$ cat src/rtl/svv_alloc_ctrl.sv
// In-order allocation tracker: round-robin tag allocation, out-of-order completion, in-order retire, sequenced flush.
// Optional macro SVV_CMPL_ERR_EN adds cmpl_err_o, a pulse flagging completions to non-live tags.
module svv_alloc_ctrl #(
  parameter int DEPTH = 16,
  parameter int NREQ  = 4,
  parameter int TAG_W = 4
) (
  input  logic             clk_i,
  input  logic             rsn_i,
  input  logic [NREQ-1:0]  req_i,
  output logic [NREQ-1:0]  gnt_o,
  output logic [TAG_W-1:0] alloc_tag_o,
  input  logic             cmpl_valid_i,
  input  logic [TAG_W-1:0] cmpl_tag_i,
  output logic             retire_valid_o,
  output logic [TAG_W-1:0] retire_tag_o,
  input  logic             flush_i,
  output logic             flush_busy_o,
  output logic [TAG_W:0]   count_o,
  output logic             full_o,
  output logic             empty_o
`ifdef SVV_CMPL_ERR_EN
  ,
  output logic             cmpl_err_o
`endif
);

  localparam int RR_W = (NREQ > 1) ? $clog2(NREQ) : 1;
  localparam logic [TAG_W:0] DEPTH_C = (TAG_W+1)'(DEPTH);
  localparam logic [0:0] ST_RUN   = 1'b0;
  localparam logic [0:0] ST_FLUSH = 1'b1;

  logic [0:0]       state_q, state_d;
  logic [TAG_W-1:0] head_q, head_d, tail_q, tail_d;
  logic [TAG_W:0]   count_q, count_d;
  logic [DEPTH-1:0] valid_q, valid_d, done_q, done_d;
  logic [RR_W-1:0]  rr_q, rr_d;
  logic             retire_valid_q, retire_valid_d;
  logic [TAG_W-1:0] retire_tag_q, retire_tag_d;
  logic             cmpl_err_q, cmpl_err_d;

  logic             is_run, alloc_en, found;
  logic [NREQ-1:0]  gnt;
  logic [RR_W-1:0]  gnt_idx;
  int unsigned      idx;
  logic             do_alloc, do_retire, do_drain, do_pop, cmpl_hit;

  assign is_run   = (state_q == ST_RUN);
  assign alloc_en = is_run && (count_q < DEPTH_C);

  // Scan requesters starting at rr_q; the first asserted one wins.
  always_comb begin
    gnt     = '0;
    gnt_idx = '0;
    found   = 1'b0;
    idx     = 0;
    if (alloc_en) begin
      for (int i = 0; i < NREQ; i++) begin
        idx = (int'(rr_q) + i) % NREQ;
        if (!found && req_i[idx]) begin
          found        = 1'b1;
          gnt[idx]     = 1'b1;
          gnt_idx      = RR_W'(idx);
        end
      end
    end
  end

  assign do_alloc  = found;
  assign cmpl_hit  = is_run && cmpl_valid_i && valid_q[cmpl_tag_i];
  assign do_retire = is_run && valid_q[head_q] && done_q[head_q];
  assign do_drain  = !is_run && (count_q != '0);
  assign do_pop    = do_retire || do_drain;

  always_comb begin
    state_d        = state_q;
    head_d         = head_q;
    tail_d         = tail_q;
    count_d        = count_q;
    valid_d        = valid_q;
    done_d         = done_q;
    rr_d           = rr_q;
    retire_valid_d = do_retire;
    retire_tag_d   = retire_tag_q;
    cmpl_err_d     = is_run && cmpl_valid_i && !valid_q[cmpl_tag_i];

    if (cmpl_hit) done_d[cmpl_tag_i] = 1'b1;

    if (do_pop) begin
      valid_d[head_q] = 1'b0;
      done_d[head_q]  = 1'b0;
      head_d          = head_q + 1'b1;
    end
    if (do_retire) retire_tag_d = head_q;

    if (do_alloc) begin
      valid_d[tail_q] = 1'b1;
      done_d[tail_q]  = 1'b0;
      tail_d          = tail_q + 1'b1;
      rr_d            = (gnt_idx == RR_W'(NREQ-1)) ? '0 : gnt_idx + 1'b1;
    end

    if (do_alloc && !do_pop)      count_d = count_q + 1'b1;
    else if (!do_alloc && do_pop) count_d = count_q - 1'b1;

    // Leave FLUSH once the entry drained this cycle was the last one (or none remained).
    if (is_run) begin
      if (flush_i) state_d = ST_FLUSH;
    end else if (count_q <= (TAG_W+1)'(1)) begin
      state_d = ST_RUN;
    end
  end

  always_ff @(posedge clk_i or negedge rsn_i) begin
    if (!rsn_i) begin
      state_q        <= ST_RUN;
      head_q         <= '0;
      tail_q         <= '0;
      count_q        <= '0;
      valid_q        <= '0;
      done_q         <= '0;
      rr_q           <= '0;
      retire_valid_q <= 1'b0;
      retire_tag_q   <= '0;
      cmpl_err_q     <= 1'b0;
    end else begin
      state_q        <= state_d;
      head_q         <= head_d;
      tail_q         <= tail_d;
      count_q        <= count_d;
      valid_q        <= valid_d;
      done_q         <= done_d;
      rr_q           <= rr_d;
      retire_valid_q <= retire_valid_d;
      retire_tag_q   <= retire_tag_d;
      cmpl_err_q     <= cmpl_err_d;
    end
  end

  assign gnt_o          = gnt;
  assign alloc_tag_o    = tail_q;
  assign retire_valid_o = retire_valid_q;
  assign retire_tag_o   = retire_tag_q;
  assign flush_busy_o   = (state_q == ST_FLUSH);
  assign count_o        = count_q;
  assign full_o         = (count_q == DEPTH_C);
  assign empty_o        = (count_q == '0);

`ifdef SVV_CMPL_ERR_EN
  assign cmpl_err_o = cmpl_err_q;
`else
  logic unused_err;
  assign unused_err = cmpl_err_q;
`endif

endmodule

$ cat config.mk
export PLATFORM = sky130hd
export DESIGN_NAME = svv_alloc_ctrl
export DESIGN_NICKNAME = d
export VERILOG_FILES = /design/src/rtl/svv_alloc_ctrl.sv
export SDC_FILE = /design/constraint.sdc
export NUM_CORES = 1
export LEC_CHECK = 0
export CELL_PAD_IN_SITES_DETAIL_PLACEMENT = 0
export CELL_PAD_IN_SITES_GLOBAL_PLACEMENT = 1
export CORE_MARGIN = 2
export CORE_UTILIZATION = 40
export DETAILED_ROUTE_END_ITERATION = 7
export PLACE_DENSITY = 0.82
export SLEW_MARGIN = 20
export SYNTH_ARGS = -nofsm -noshare
export SYNTH_HDL_FRONTEND = slang
export SYNTH_SLANG_ARGS = --single-unit
$ cat constraint.sdc
create_clock -name clk_i -period 4.2 [get_ports clk_i]
set_clock_uncertainty 0.05 [all_clocks]
set_input_delay 0.42 -clock clk_i [delete_from_list [all_inputs] [get_ports clk_i]]
set_output_delay 0.42 -clock clk_i [all_outputs]
set_load 0.005 [all_outputs]
Word-level counts from Yosys, hierarchy flattened:

Index checks and enable logic that the tools add are counted.

* bits of input ports: 12
* logic and storage cells: 139
* register bits after elaboration: 53

* reduce and logical (&&, ||, !) cells: 30
* equal/unequal tests: 2
* muxes and demuxes: 60
* $add $sub $neg: 8
* order comparisons: 16
* bitwise logic cells: 14

Operators by type and width (number)
* $ge A32 B1 Y1 const B: 3
* $lt A32 B3 Y1 const B: 3
* $mux W16: 5
* $and A16 B16 Y16: 3
* $mux W4: 8
* $not A16 Y16: 2
* $or A16 B16 Y16: 2
* $mux W1: 25
* $logic_and A1 B1 Y1: 18
* $lt A4 B5 Y1 const B: 3
* $bmux W1 S4: 3
* $demux W1 S4: 3
* $ge A4 B1 Y1 const B: 3
* $mux W2: 6
* $or A4 B4 Y4: 3
* $mux W5: 2
* $add A4 B1 Y4 const B: 2
* $bmux W1 S2: 4
* $demux W1 S2: 4
* $reduce_or A2 Y1: 3
* $add A5 B1 Y5 const B: 1
* $eq A5 B5 Y1 const B: 1
* $le A5 B1 Y1 const B: 1
* $logic_not A1 Y1: 5
* 13 further kinds: 17

Depth between registers and ports, before layout:

* word-level depth: 20
* depth in mapped cells: 14
* mapped depth without buffers: 11

Least setup slack after synthesis:

No wires, ideal clock.

* kind: reg2reg
* from: register head_q[0]
* to: register count_q[2], in the netlist count_o[2]
* buffers on the path: 3
* library setup time: 129 ps
* data arrival time: 2426 ps
* cell stages (with the launch flop): 13
* clock period less this slack: 2605 ps
* path slack: 1595 ps
* data required time: 4021 ps
* cells stage by stage: dfrtp_1 -> buf_6 -> mux4_2 -> a22o_1 -> nor2_1 -> o21ai_1 -> buf_4 -> buf_6 -> inv_1 -> ha_1 -> mux2i_1 -> nor2_1 -> xor2_1

* cells in the longest elaborated chain, start to end: 8
* elaborated cells on any way between the ends: 12

Ends and longest elaborated chain
* from (decl): RTL line 34 `logic [TAG_W-1:0] head_q, head_d, tail_q, tail_d;`
* from (signal assigned): RTL line 117 `head_q <= '0;`
* from (signal assigned): RTL line 128 `head_q <= head_d;`
* $bmux W1 S4: RTL line 71 `assign do_retire = is_run && valid_q[head_q] && done_q[head_q];`
* $mux W1 (not written as such): RTL line 71
* $logic_and A1 B1 Y1: RTL line 71
* $logic_and A1 B1 Y1 (*): RTL line 71
* $logic_or A1 B1 Y1 (*): RTL line 73 `assign do_pop = do_retire || do_drain;`
* $logic_not A1 Y1: RTL line 103 `if (do_alloc && !do_pop) count_d = count_q + 1'b1;`
* $logic_and A1 B1 Y1: RTL line 103
* $mux W5 or $reduce_bool A2 Y1 (tied branches)
* to (signal assigned): RTL line 130 `count_q <= count_d;`
* to (decl): RTL line 35 `logic [TAG_W:0] count_q, count_d;`

Mark *: on every way between the ends. The rest lies on a longest branch, timed or not. The select of a mux whose other input is x is not followed.
A chain may end at the register's enable or synchronous reset.

Worst setup path after layout:

* from: register rr_q[0]
* to: output port gnt_o[3]

* cells in the longest elaborated chain, start to end: 16
* elaborated cells on any way between the ends: 60

Ends and longest elaborated chain
* from (decl): RTL line 37 `logic [RR_W-1:0] rr_q, rr_d;`
* from (signal assigned): RTL line 133 `rr_q <= rr_d;`
* $add A2 B1 Y2 or $bmux W1 S2 (tied branches): RTL line 59, 60
* $reduce_or A2 Y1 (no line) or $mux W1 (tied branches)
* $and A1 B1 Y1 (no line) or $mux W1 (tied branches)
* $ge A32 B1 Y1 (not written as such) (tied with other cells): RTL line 62 `gnt[idx] = 1'b1;`
* $logic_and A1 B1 Y1 (not written as such) or $logic_not A1 Y1 (tied branches): RTL line 62, 60
* $mux W1 (not written as such) or $logic_and A1 B1 Y1 (tied branches): RTL line 62, 60
* $demux W1 S2 or $mux W1 (tied branches): RTL line 62, 60
* $or A4 B4 Y4 (no line) or $mux W1 (tied branches)
* $mux W4 or $logic_not A1 Y1 (tied branches): RTL line 60 `if (!found && req_i[idx]) begin`
* $mux W4 or $logic_and A1 B1 Y1 (tied branches): RTL line 57, 60
* $or A4 B4 Y4 (no line) or $mux W1 (tied branches)
* $mux W4 or $mux W1 (tied branches): RTL line 60, 57
* $mux W4 or $logic_not A1 Y1 (tied branches): RTL line 57, 60
* $or A4 B4 Y4 (no line) or $logic_and A1 B1 Y1 (tied branches)
* $mux W4 (*): RTL line 60
* $mux W4 (*): RTL line 57 `if (alloc_en) begin`
* to (decl): RTL line 11 `output logic [NREQ-1:0] gnt_o,`

Marks and branches as above.

==> out/results.txt <==
Outcome: complete, no violations
Wire length per cell: 17.58 um
Fin nets: 379
Post-route minimum period: 3688 ps
Clock power share: 14.8%
Power Density: 626.6 mW/mm^2
Post-route ant nets: 0
Crit. End Element: primary output
CTS Buffer Depth: 2
Setup ws final: 512.1 ps
WP data required: 3730 ps
DR pass1 iterations: 4
Final setup TNS: 0 ps
Yosys top cell by area: dfrtp_1
Vias: 2,589
Cells along the critical path: inv_1, ha_1, mux4_2, nor2b_1, a22oi_1, a21oi_1, a21oi_1, nor2_1, clkdlybuf4s50_1
Resized Gates After CTS: 0
Die area: 0.009197 mm^2
Post-CTS setup buffers: 0
Net count after synthesis: 359
CTS root buf: clkbuf_8
Avg Synthesized Cell Area: 10.36 um^2
Final setup fails: 0
Fill count: 778
Synth top area share: 39.26%
Synth Instances: 326
Dpl cell area: 0.003732 mm^2
Port Buffer Count: 32
Post-synth top flop: dfrtp_1
Placeable Area: 0.008217 mm^2
Final worst-path cycle share: 87.81%
Number of global-route vias before repair: 2,493
DRC Markers: 0
Chip Height: 95.90 um
Peak VDD IR: 0.2471 mV
Post-synthesis cell type count: 42
Gr ovfl total: 0
First-pass GRT wire length: 13,210 um
Most common cell after layout, fill and taps aside: dfrtp_1
Commonest cells after routing, fill and taps aside: 53 x dfrtp_1, 35 x nor2_1, 31 x clkdlybuf4s50_1
Gr usage total: 18.61%
Leakage: 1.754 nW
Antenna cells: 0
Initial antenna violation count: 0
Final hold viol count: 0
Design area: 0.003849 mm^2
Switch Pwr: 1.039 mW
Number of buffers created by CTS: 5
CTS Hold Buffers Added: 0
Most used cell, CP: a21oi_1
FF-to-FF Start: head_q[0]
Worst hold path type: input port to asynchronous set/reset pin
# H-tree levels: 2
Largest net degree at the start of global routing: 54
Worst slack at placement: 851.4 ps
Post-Route WL: 7945 um
Die X: 95.90 um
Core Rows: 33
Critical path fanouts, max: 16
Clock Sink Count: 53
Gpl congestion: 0.8497
CP Class: flip-flop to primary output
Internal power: 1.372 mW
CTS tree: done
Num ports: 33
Detailed Place HPWL: 5465 um
Top post-synthesis cells by area: dfrtp_1 39%, mux4_2 8.7%, ha_1 7.8%
Fmax: 271.2 MHz
DRT iter0 DRCs: 194
Combinational share of power: 48.1%
RSZ-0062 raised after global routing: false
Sequential area share after synthesis: 39.26%
Reg2reg path depth: 9
Max_slew headroom: 38.52%
Via density: 5.728
Async SR Flop Fraction: 100.0%
EDFF count, synth: 0
Worst reg2reg setup slack: 1350 ps
Sw Share: 43.10%
Clock slew at reported path FFs: 90 ps
Maxcap violations: 0
R2r endpoint: count_o[2]
Clk Latency, worst-skew pair: 310 ps
Synth Register Bits: 53
Layout cells sized above 1: 12.39%
Sequential power share: 37.1%
Post-Syn Area: 0.003378 mm^2
CP Data Arrival Time: 3220 ps
Layout area overhead: 13.93%
Critical path's slowest cell: dfrtp_1
CP max stage delay: 690 ps
Crit path launch type: flip-flop
Power consumption: 2.411 mW
Warnings from Yosys: 0
Starting Density: 41.11%
Least-Margin Pin Slew: 922.2 ps
Slew Limit Fails: 0
## worst max-delay path by stage
stage          startpoint         end  slack, ps  cells after the start
2_1_floorplan   head_q[0]  count_o[2]       1590                     12
3_3_place_gp      rr_q[0]    gnt_o[3]        950                      9
3_5_place_dp      rr_q[0]    gnt_o[3]        850                      9
4_1_cts           rr_q[0]    gnt_o[3]        500                      9
5_1_grt           rr_q[0]    gnt_o[0]        170                      9
6_report          rr_q[0]    gnt_o[3]        510                      9
## metrics by stage
stage	hold WS, ps	utilization, %	cells
2_1_floorplan	74.41	-	326
3_3_place_gp	415.9	45.42	444
3_5_place_dp	427.6	45.42	444
4_1_cts	198.7	46.84	452
5_1_grt	234.4	46.84	452
6_report	169.5	46.84	452
## cell type report
type	count	area, um^2	area share, %
Inverter	11	41.29	1.073
Clock buffer	7	86.33	2.243
Sequential cell	53	1326	34.46
Timing Repair Buffer	35	337.8	8.778
Clock inverter	1	30.03	0.7802
Multi-Input combinational cell	240	1896	49.25
Tap cell	105	131.4	3.414
## cells by family (layout without fill, tap and decap cells)
logic type      count (synthesis)  count (layout)  share of synthesized area [%]
compound gates                 81              81                          18.33
xor+xnor                       12              12                          3.111
fa+ha+maj                      21              21                          7.778
buf+inv                        33              54                          4.741
flops                          53              53                          39.26
mux                            21              21                          11.19
simple gates                  105             105                          15.59
## power by group through the flow
stage | logic [mW] | registers, mW | clock network (mW)
after floorplan | 0.936 | 0.771 | 0
after global placement | 1.14 | 0.896 | 0
after detailed placement | 1.16 | 0.907 | 0
after CTS | 1.17 | 0.897 | 0.368
after global routing | 1.29 | 0.933 | 0.387
final | 1.16 | 0.895 | 0.356
## flip-flops by register name, summed over array words and instances (netlist names)
register	count
alloc_tag_o	4
count_o	5
flush_busy_o	1
valid_q	16
retire_tag_o	4
retire_valid_o	1
head_q	4
rr_q	2
done_q	16
## per-layer routing
metal  vias up  share of wire [%]  track usage [%]
li1       1233                  -                -
met1      1278                 43            26.65
met2        69                 50            29.90
met3         9                5.9            2.584
met4         0                1.4            4.643
met5         -                  0                0
## worst max-delay path, delay by kind of cell, from the launching register on
| family | cells | cell delay, ps |
|---|---|---|
| AO/OA/AOI/OAI | 3 | 340 |
| adder cells (fa/ha/maj) | 1 | 400 |
| buffers and inverters | 2 | 690 |
| flip-flops | 1 | 690 |
| multiplexers | 1 | 390 |
| AND/OR/NAND/NOR | 2 | 400 |
## synth_stat cells (5+ instances only)
master    count
mux4_2       13
a311oi_2     11
o21ai_0       7
ha_1         21
clkbuf_1      7
nand4_1       5
dfrtp_1      53
xnor2_1       8
a21oi_1      24
nand3_1      18
nand2_1      13
inv_1        11
and3b_1       5
a21o_1       17
nor2_1       35
nand2b_1      5
a311oi_1      5
nor3_1        6
buf_2         7
nor2b_1       5
(Power assumes the default switching activity.)
